`src/rtl/adc_sample_buffer_pkg.sv`:
```
// Shared helpers for the ADC sample buffer: sizing function and counter limits.
package adc_sample_buffer_pkg;

  localparam int unsigned OVF_COUNT_W = 32;
  localparam logic [OVF_COUNT_W-1:0] OVF_COUNT_MAX = '1;

  // Ceiling log2; used for pointer and occupancy widths.
  function automatic int unsigned clogb2(input int unsigned value);
    int unsigned res;
    res = 0;
    for (int unsigned i = 0; i < 32; i++) begin
      if (((value - 1) >> i) != 0) res = i + 1;
    end
    return res;
  endfunction

endpackage

```
`src/rtl/adc_sample_buffer_fifo.sv`:
```
// First-word-fall-through FIFO with occupancy-based full/empty and
// push-while-full allowed when a pop happens in the same cycle.
module sync_fifo_fwft
  import adc_sample_buffer_pkg::*;
#(
  parameter int unsigned WIDTH = 128,
  parameter int unsigned DEPTH = 4
) (
  input  logic                    clk,
  input  logic                    resetn,
  input  logic                    push_i,
  input  logic                    pop_i,
  input  logic [WIDTH-1:0]        wdata_i,
  output logic [WIDTH-1:0]        rdata_o,
  output logic                    valid_o,
  output logic                    full_o,
  output logic [clogb2(DEPTH):0]  level_o
);

  localparam int unsigned AW = clogb2(DEPTH);
  localparam int unsigned LW = AW + 1;

  logic [WIDTH-1:0] mem_q [DEPTH];
  logic [AW-1:0]    wr_ptr_q, rd_ptr_q;
  logic [LW-1:0]    level_q, level_d;
  logic             do_push, do_pop;

  assign valid_o = (level_q != '0);
  assign full_o  = (level_q == LW'(DEPTH));
  assign do_pop  = pop_i & valid_o;
  assign do_push = push_i & (~full_o | do_pop);
  assign rdata_o = mem_q[rd_ptr_q];
  assign level_o = level_q;

  // Occupancy next state from push/pop combination.
  always_comb begin
    level_d = level_q;
    if (do_push && !do_pop) level_d = level_q + LW'(1);
    else if (do_pop && !do_push) level_d = level_q - LW'(1);
  end

  // Storage, pointers and occupancy; reset clears storage so the head reads zero.
  always_ff @(posedge clk) begin
    if (!resetn) begin
      for (int unsigned i = 0; i < DEPTH; i++) mem_q[i] <= '0;
      wr_ptr_q <= '0;
      rd_ptr_q <= '0;
      level_q  <= '0;
    end else begin
      if (do_push) begin
        mem_q[wr_ptr_q] <= wdata_i;
        wr_ptr_q        <= wr_ptr_q + AW'(1);
      end
      if (do_pop) rd_ptr_q <= rd_ptr_q + AW'(1);
      level_q <= level_d;
    end
  end

endmodule

```
`src/rtl/adc_sample_buffer.sv`:
```
// ADC sample capture: decimation, FWFT buffering and drop accounting.
module adc_sample_buffer
  import adc_sample_buffer_pkg::*;
#(
  parameter int unsigned SAMPLE_WIDTH = 32,
  parameter int unsigned NO_CHANNELS  = 4,
  parameter int unsigned FIFO_DEPTH   = 4,
  parameter int unsigned DECIM_WIDTH  = 16
) (
  input  logic                                clk,
  input  logic                                resetn,
  input  logic                                enable,
  input  logic                                adc_strobe,
  input  logic [SAMPLE_WIDTH*NO_CHANNELS-1:0] adc_data,
  input  logic [DECIM_WIDTH-1:0]              decim,
  input  logic                                out_ready,
  output logic                                out_valid,
  output logic [SAMPLE_WIDTH*NO_CHANNELS-1:0] out_data,
  output logic [clogb2(FIFO_DEPTH):0]         level,
  output logic                                overflow,
  output logic [OVF_COUNT_W-1:0]              overflow_count,
  input  logic                                clear_overflow
);

  logic [DECIM_WIDTH-1:0] dcnt_q, dcnt_d;
  logic                   overflow_q, overflow_d;
  logic [OVF_COUNT_W-1:0] ovf_cnt_q, ovf_cnt_d;
  logic                   accept, fifo_full, drop;

  assign accept = enable & adc_strobe & (dcnt_q == '0);
  // A drop is an accepted sample that finds the FIFO full with no pop this cycle.
  assign drop   = accept & fifo_full & ~(out_valid & out_ready);

  sync_fifo_fwft #(
    .WIDTH (SAMPLE_WIDTH*NO_CHANNELS),
    .DEPTH (FIFO_DEPTH)
  ) u_fifo (
    .clk     (clk),
    .resetn  (resetn),
    .push_i  (accept),
    .pop_i   (out_ready),
    .wdata_i (adc_data),
    .rdata_o (out_data),
    .valid_o (out_valid),
    .full_o  (fifo_full),
    .level_o (level)
  );

  // Decimation counter and overflow accounting next state.
  always_comb begin
    dcnt_d     = dcnt_q;
    overflow_d = overflow_q;
    ovf_cnt_d  = ovf_cnt_q;
    if (!enable) dcnt_d = '0;
    else if (adc_strobe) dcnt_d = (dcnt_q == '0) ? decim : dcnt_q - DECIM_WIDTH'(1);
    if (clear_overflow) begin
      overflow_d = drop;
      ovf_cnt_d  = drop ? OVF_COUNT_W'(1) : '0;
    end else if (drop) begin
      overflow_d = 1'b1;
      if (ovf_cnt_q != OVF_COUNT_MAX) ovf_cnt_d = ovf_cnt_q + OVF_COUNT_W'(1);
    end
  end

  // Control state registers.
  always_ff @(posedge clk) begin
    if (!resetn) begin
      dcnt_q     <= '0;
      overflow_q <= 1'b0;
      ovf_cnt_q  <= '0;
    end else begin
      dcnt_q     <= dcnt_d;
      overflow_q <= overflow_d;
      ovf_cnt_q  <= ovf_cnt_d;
    end
  end

  assign overflow       = overflow_q;
  assign overflow_count = ovf_cnt_q;

endmodule

```
`config.mk`:
```
export PLATFORM = sky130hd
export DESIGN_NAME = adc_sample_buffer
export DESIGN_NICKNAME = d
export VERILOG_FILES = /design/src/rtl/adc_sample_buffer_pkg.sv /design/src/rtl/adc_sample_buffer_fifo.sv /design/src/rtl/adc_sample_buffer.sv
export SDC_FILE = /design/constraint.sdc
export NUM_CORES = 1
export LEC_CHECK = 0
export CORE_AREA = 2 2 218 220
export CTS_BUF_LIST = sky130_fd_sc_hd__clkbuf_16
export DETAILED_ROUTE_END_ITERATION = 10
export DIE_AREA = 0 0 220 222
export HOLD_SLACK_MARGIN = 0.06
export PLACE_DENSITY = 0.76
export REMOVE_ABC_BUFFERS = 1
export SLEW_MARGIN = 20
export SYNTH_ARGS = -nofsm -noshare
export SYNTH_HDL_FRONTEND = slang
export SYNTH_HIERARCHICAL = 1
export SYNTH_SLANG_ARGS = --single-unit
export TNS_END_PERCENT = 50
```
`constraint.sdc`:
```
create_clock -name clk -period 15.55 [get_ports clk]
set_input_delay 2.3325 -clock clk [delete_from_list [all_inputs] [get_ports clk]]
set_output_delay 2.3325 -clock clk [all_outputs]
set_load 0.02 [all_outputs]
```
==> results.md <==
- Status: finished, final reports clean
- Final setup margin: ~9500 ps
- Routed WL: around 58 mm
- Tmin final: between 6000 and 7000 ps
- Total die area: around 50,000 um2
- Vias: about 15,000
- Worst slew margin: 0.325
- PD cells: between 100 and 150 nW/um2
- Top cells by area, synth: edfxtp_1 (61%), and2_1 (13%), mux4_2 (11%)
- Residual DRC count: 0
- Rows: 79
- CTS max path bufs: 3
- Clock root buffer: clkbuf_16
- Skew-Pair Late Insertion Delay: just over 600 ps
- Drt initial violations: about 1,300
- Total GRT Usage: 0.240
- Commonest cells in the synthesized netlist: and2_1 (526), edfxtp_1 (512), mux4_2 (128)
- Maximum vdd drop: 0.110 mV
- Netlist Area Pre-Place: between 20,000 and 30,000 um2
- Worst Tran Pin Value: approximately 1000 ps
- Die outline width: approximately 220 um
- Slew Viols, Final: 0
- Average cell area after synthesis: 15.3 um2
- Most used flip-flop cell after synthesis: edfxtp_1
- Largest net degree at the start of global routing: 86
- Via/cell ratio: between 5 and 6
- Post-route clock period utilization: 0.388
- Core area: 46,300 um2
- Worst Skew: around 17 ps
- Cell leakage power: between 10 and 15 nW
- Max-cap violations: 0
- Yosys cell types: 58
- Detail Placement HPWL: 34.6 mm
- Main combinational cell family by area after synthesis: simple AND/OR/NAND/NOR gates
- Post-Synth Adder-Cell Area: 0.00276
- HP Start: u_fifo/wr_ptr_q[0]
- Leading area contributor after synthesis: edfxtp_1
- Most numerous cell in the Yosys netlist: and2_1
- Critical path cell sequence: buf_4, mux4_2, clkdlybuf4s50_1
- Buffers added on ports: between 300 and 400
- Wirelength per Cell: 22.2 um
- Final nets: between 2,000 and 2,500
- Critical-path top delay cell: dfxtp_4
- Placed Area: between 20,000 and 30,000 um2
- Post-route cell area: around 31,000 um2
- Syn Inst Count: roughly 1,700
- Seq/Total Area, Yosys: 0.652
- RR Startpoint: dcnt_q[2]
- Worst path required time: between 10,000 and 15,000 ps
- Capturing point of the worst reg2reg path: u_fifo/mem_q[0][69]
- #FFs+latches synth: between 500 and 600
- Reg clk slew, reported paths: 60 ps
- Setup Fix Bufs, Post-CTS: 0
- First-pass GRT wire length: 89.0 mm
- CP max FO: 45
- Synth top area share: 0.606
- Final setup fails: 0
- Critical path class: flop to primary output
- Startpoint types: flop
- Worst r2r path cells: 7
- Clock Sinks: between 500 and 600
- Post-synthesis mux area share: 0.119
- Post-CTS Hold Buffers: 0
- Number of synthesized flops with an enable pin: between 500 and 600
- Vert. Die Dim: about 220 um
- Place WS: about 9000 ps
- CP endpoint kind: primary output
- # resized after CTS: 0
- Crit path DAT: between 3000 and 4000 ps
- Layout cells sized above 1: 0.129
- YS warnings: 6
- Initial DRT Pass Iterations: 5
- I/O pins: about 320
- R2R Setup Slk: around 11,000 ps
- Number of global-route vias before repair: ~16,000
- Initial antenna violation count: 12
- Hold Crit Endpoint: u_fifo/wr_ptr_q[0]
- TritonCTS clock tree: built
- Simple-Gate Fraction of Synth Area: 0.169
- RSZ-0062 raised after global routing: no
- Fmax: roughly 0.17 GHz
- GRT Residual Overflow: 0
- CTS Buf Count: between 50 and 60
- Asr flop ratio synth: 0
- Setup total negative slack: 0 ps
- Area Growth Syn to Fin: 21.2%
- Starting Density: 0.549
- Total power: between 4 and 5 mW
- Fin. Hold Viols: 0
- Compound-Gate Fraction of Synth Area: 0.0320
- Post-Synth XOR/XNOR Area: 0.00138
- Routed Antenna Nets: 0
- Max stage delay on crit path: 980 ps
- HP Class: flop to flop
- GPL Wtd Cong: just under 0.9
- CTS H-Tree Depth: 2
- Worst hold path depth: 2
## area by class of cell
type | instances | area (um2)
repair buffers | 336 | 3310
inverters | 18 | 67.6
multi-input cells | 964 | 8300
diodes | 7 | 17.5
well taps | 607 | 759
clock inverters | 51 | 298
flip-flops and latches | 570 | 16500
clock buffers | 59 | 1480
fillers | 3239 | 15500
## cell families after synthesis
group / count (synthesis)
compound gates: 121
fa+ha+maj: 5
buf+inv: 123
flops: 570
xor+xnor: 4
simple gates: 693
mux: 141
## how the worst max path moves through the flow
stage	from	endpoint	slack (ps)	cells past startpoint
2_1_floorplan	resetn	u_fifo/mem_q[0][0]	3110	2
3_3_place_gp	adc_strobe	u_fifo/mem_q[0][121]	9030	8
3_5_place_dp	adc_strobe	u_fifo/mem_q[0][28]	9020	8
4_1_cts	flop	out_data[125]	9330	3
5_1_grt	flop	out_data[125]	9150	3
6_report	flop	out_data[125]	9510	3
## layer usage
layer  wire length, um  part of all wire  track usage
met3              5230             0.090       0.0686
met2             28600              0.49        0.393
met5               103            0.0018            0
met1             22800              0.39        0.315
met4              1280             0.022       0.0649
## flip-flops by register name, indices dropped and copies added, names as in the netlist, named ones only
signal and flops:
dcnt_q 16, overflow 1, overflow_count 32, u_fifo/level_o 3, u_fifo/mem_q 512, u_fifo/rd_ptr_q 2, u_fifo/wr_ptr_q 2
## critical path, delay by kind of cell, from the launching register on
kind / cells / cell delay, ps
buf+inv: 2 / 1470
flops: 1 / 980
mux: 1 / 610
## power by group
| part | leakage (nW) | total [mW] | internal, mW | switching (mW) |
|---|---|---|---|---|
| sequential | 5.76 | 1.84 | 1.76 | 0.0794 |
| combinational | 4.21 | 1.02 | 0.511 | 0.504 |
| clock | 0.932 | 1.30 | 0.719 | 0.577 |
| total | 10.9 | 4.15 | 2.99 | 1.16 |
## layout by cell type (no fill, tap or decap), types with 8 or more instances in the layout
cell and count:
a2111o_1 9, a211oi_1 8, a21oi_1 30, and2_1 526, buf_4 22, clkbuf_16 59, clkdlybuf4s50_1 314, clkinv_1 14
clkinv_2 17, dfxtp_1 56, edfxtp_1 512, inv_1 32, mux2i_1 13, mux4_2 128, nand2_1 50, nand2b_1 12
nand3_1 15, nand4_1 16, nor2_1 12, nor3_1 9, o2111ai_1 9, o21ai_0 32, or3_1 10
## stage by stage
stage                     cells   util  hold WS (ps)
after global placement     2495  0.626           464
after detailed placement   2495  0.626           476
after global routing       2608  0.665           539
after CTS                  2605  0.665           515
final                      2612  0.665           515
after floorplan            1552      -           452
Note: power is estimated with default switching activity, not from simulation.
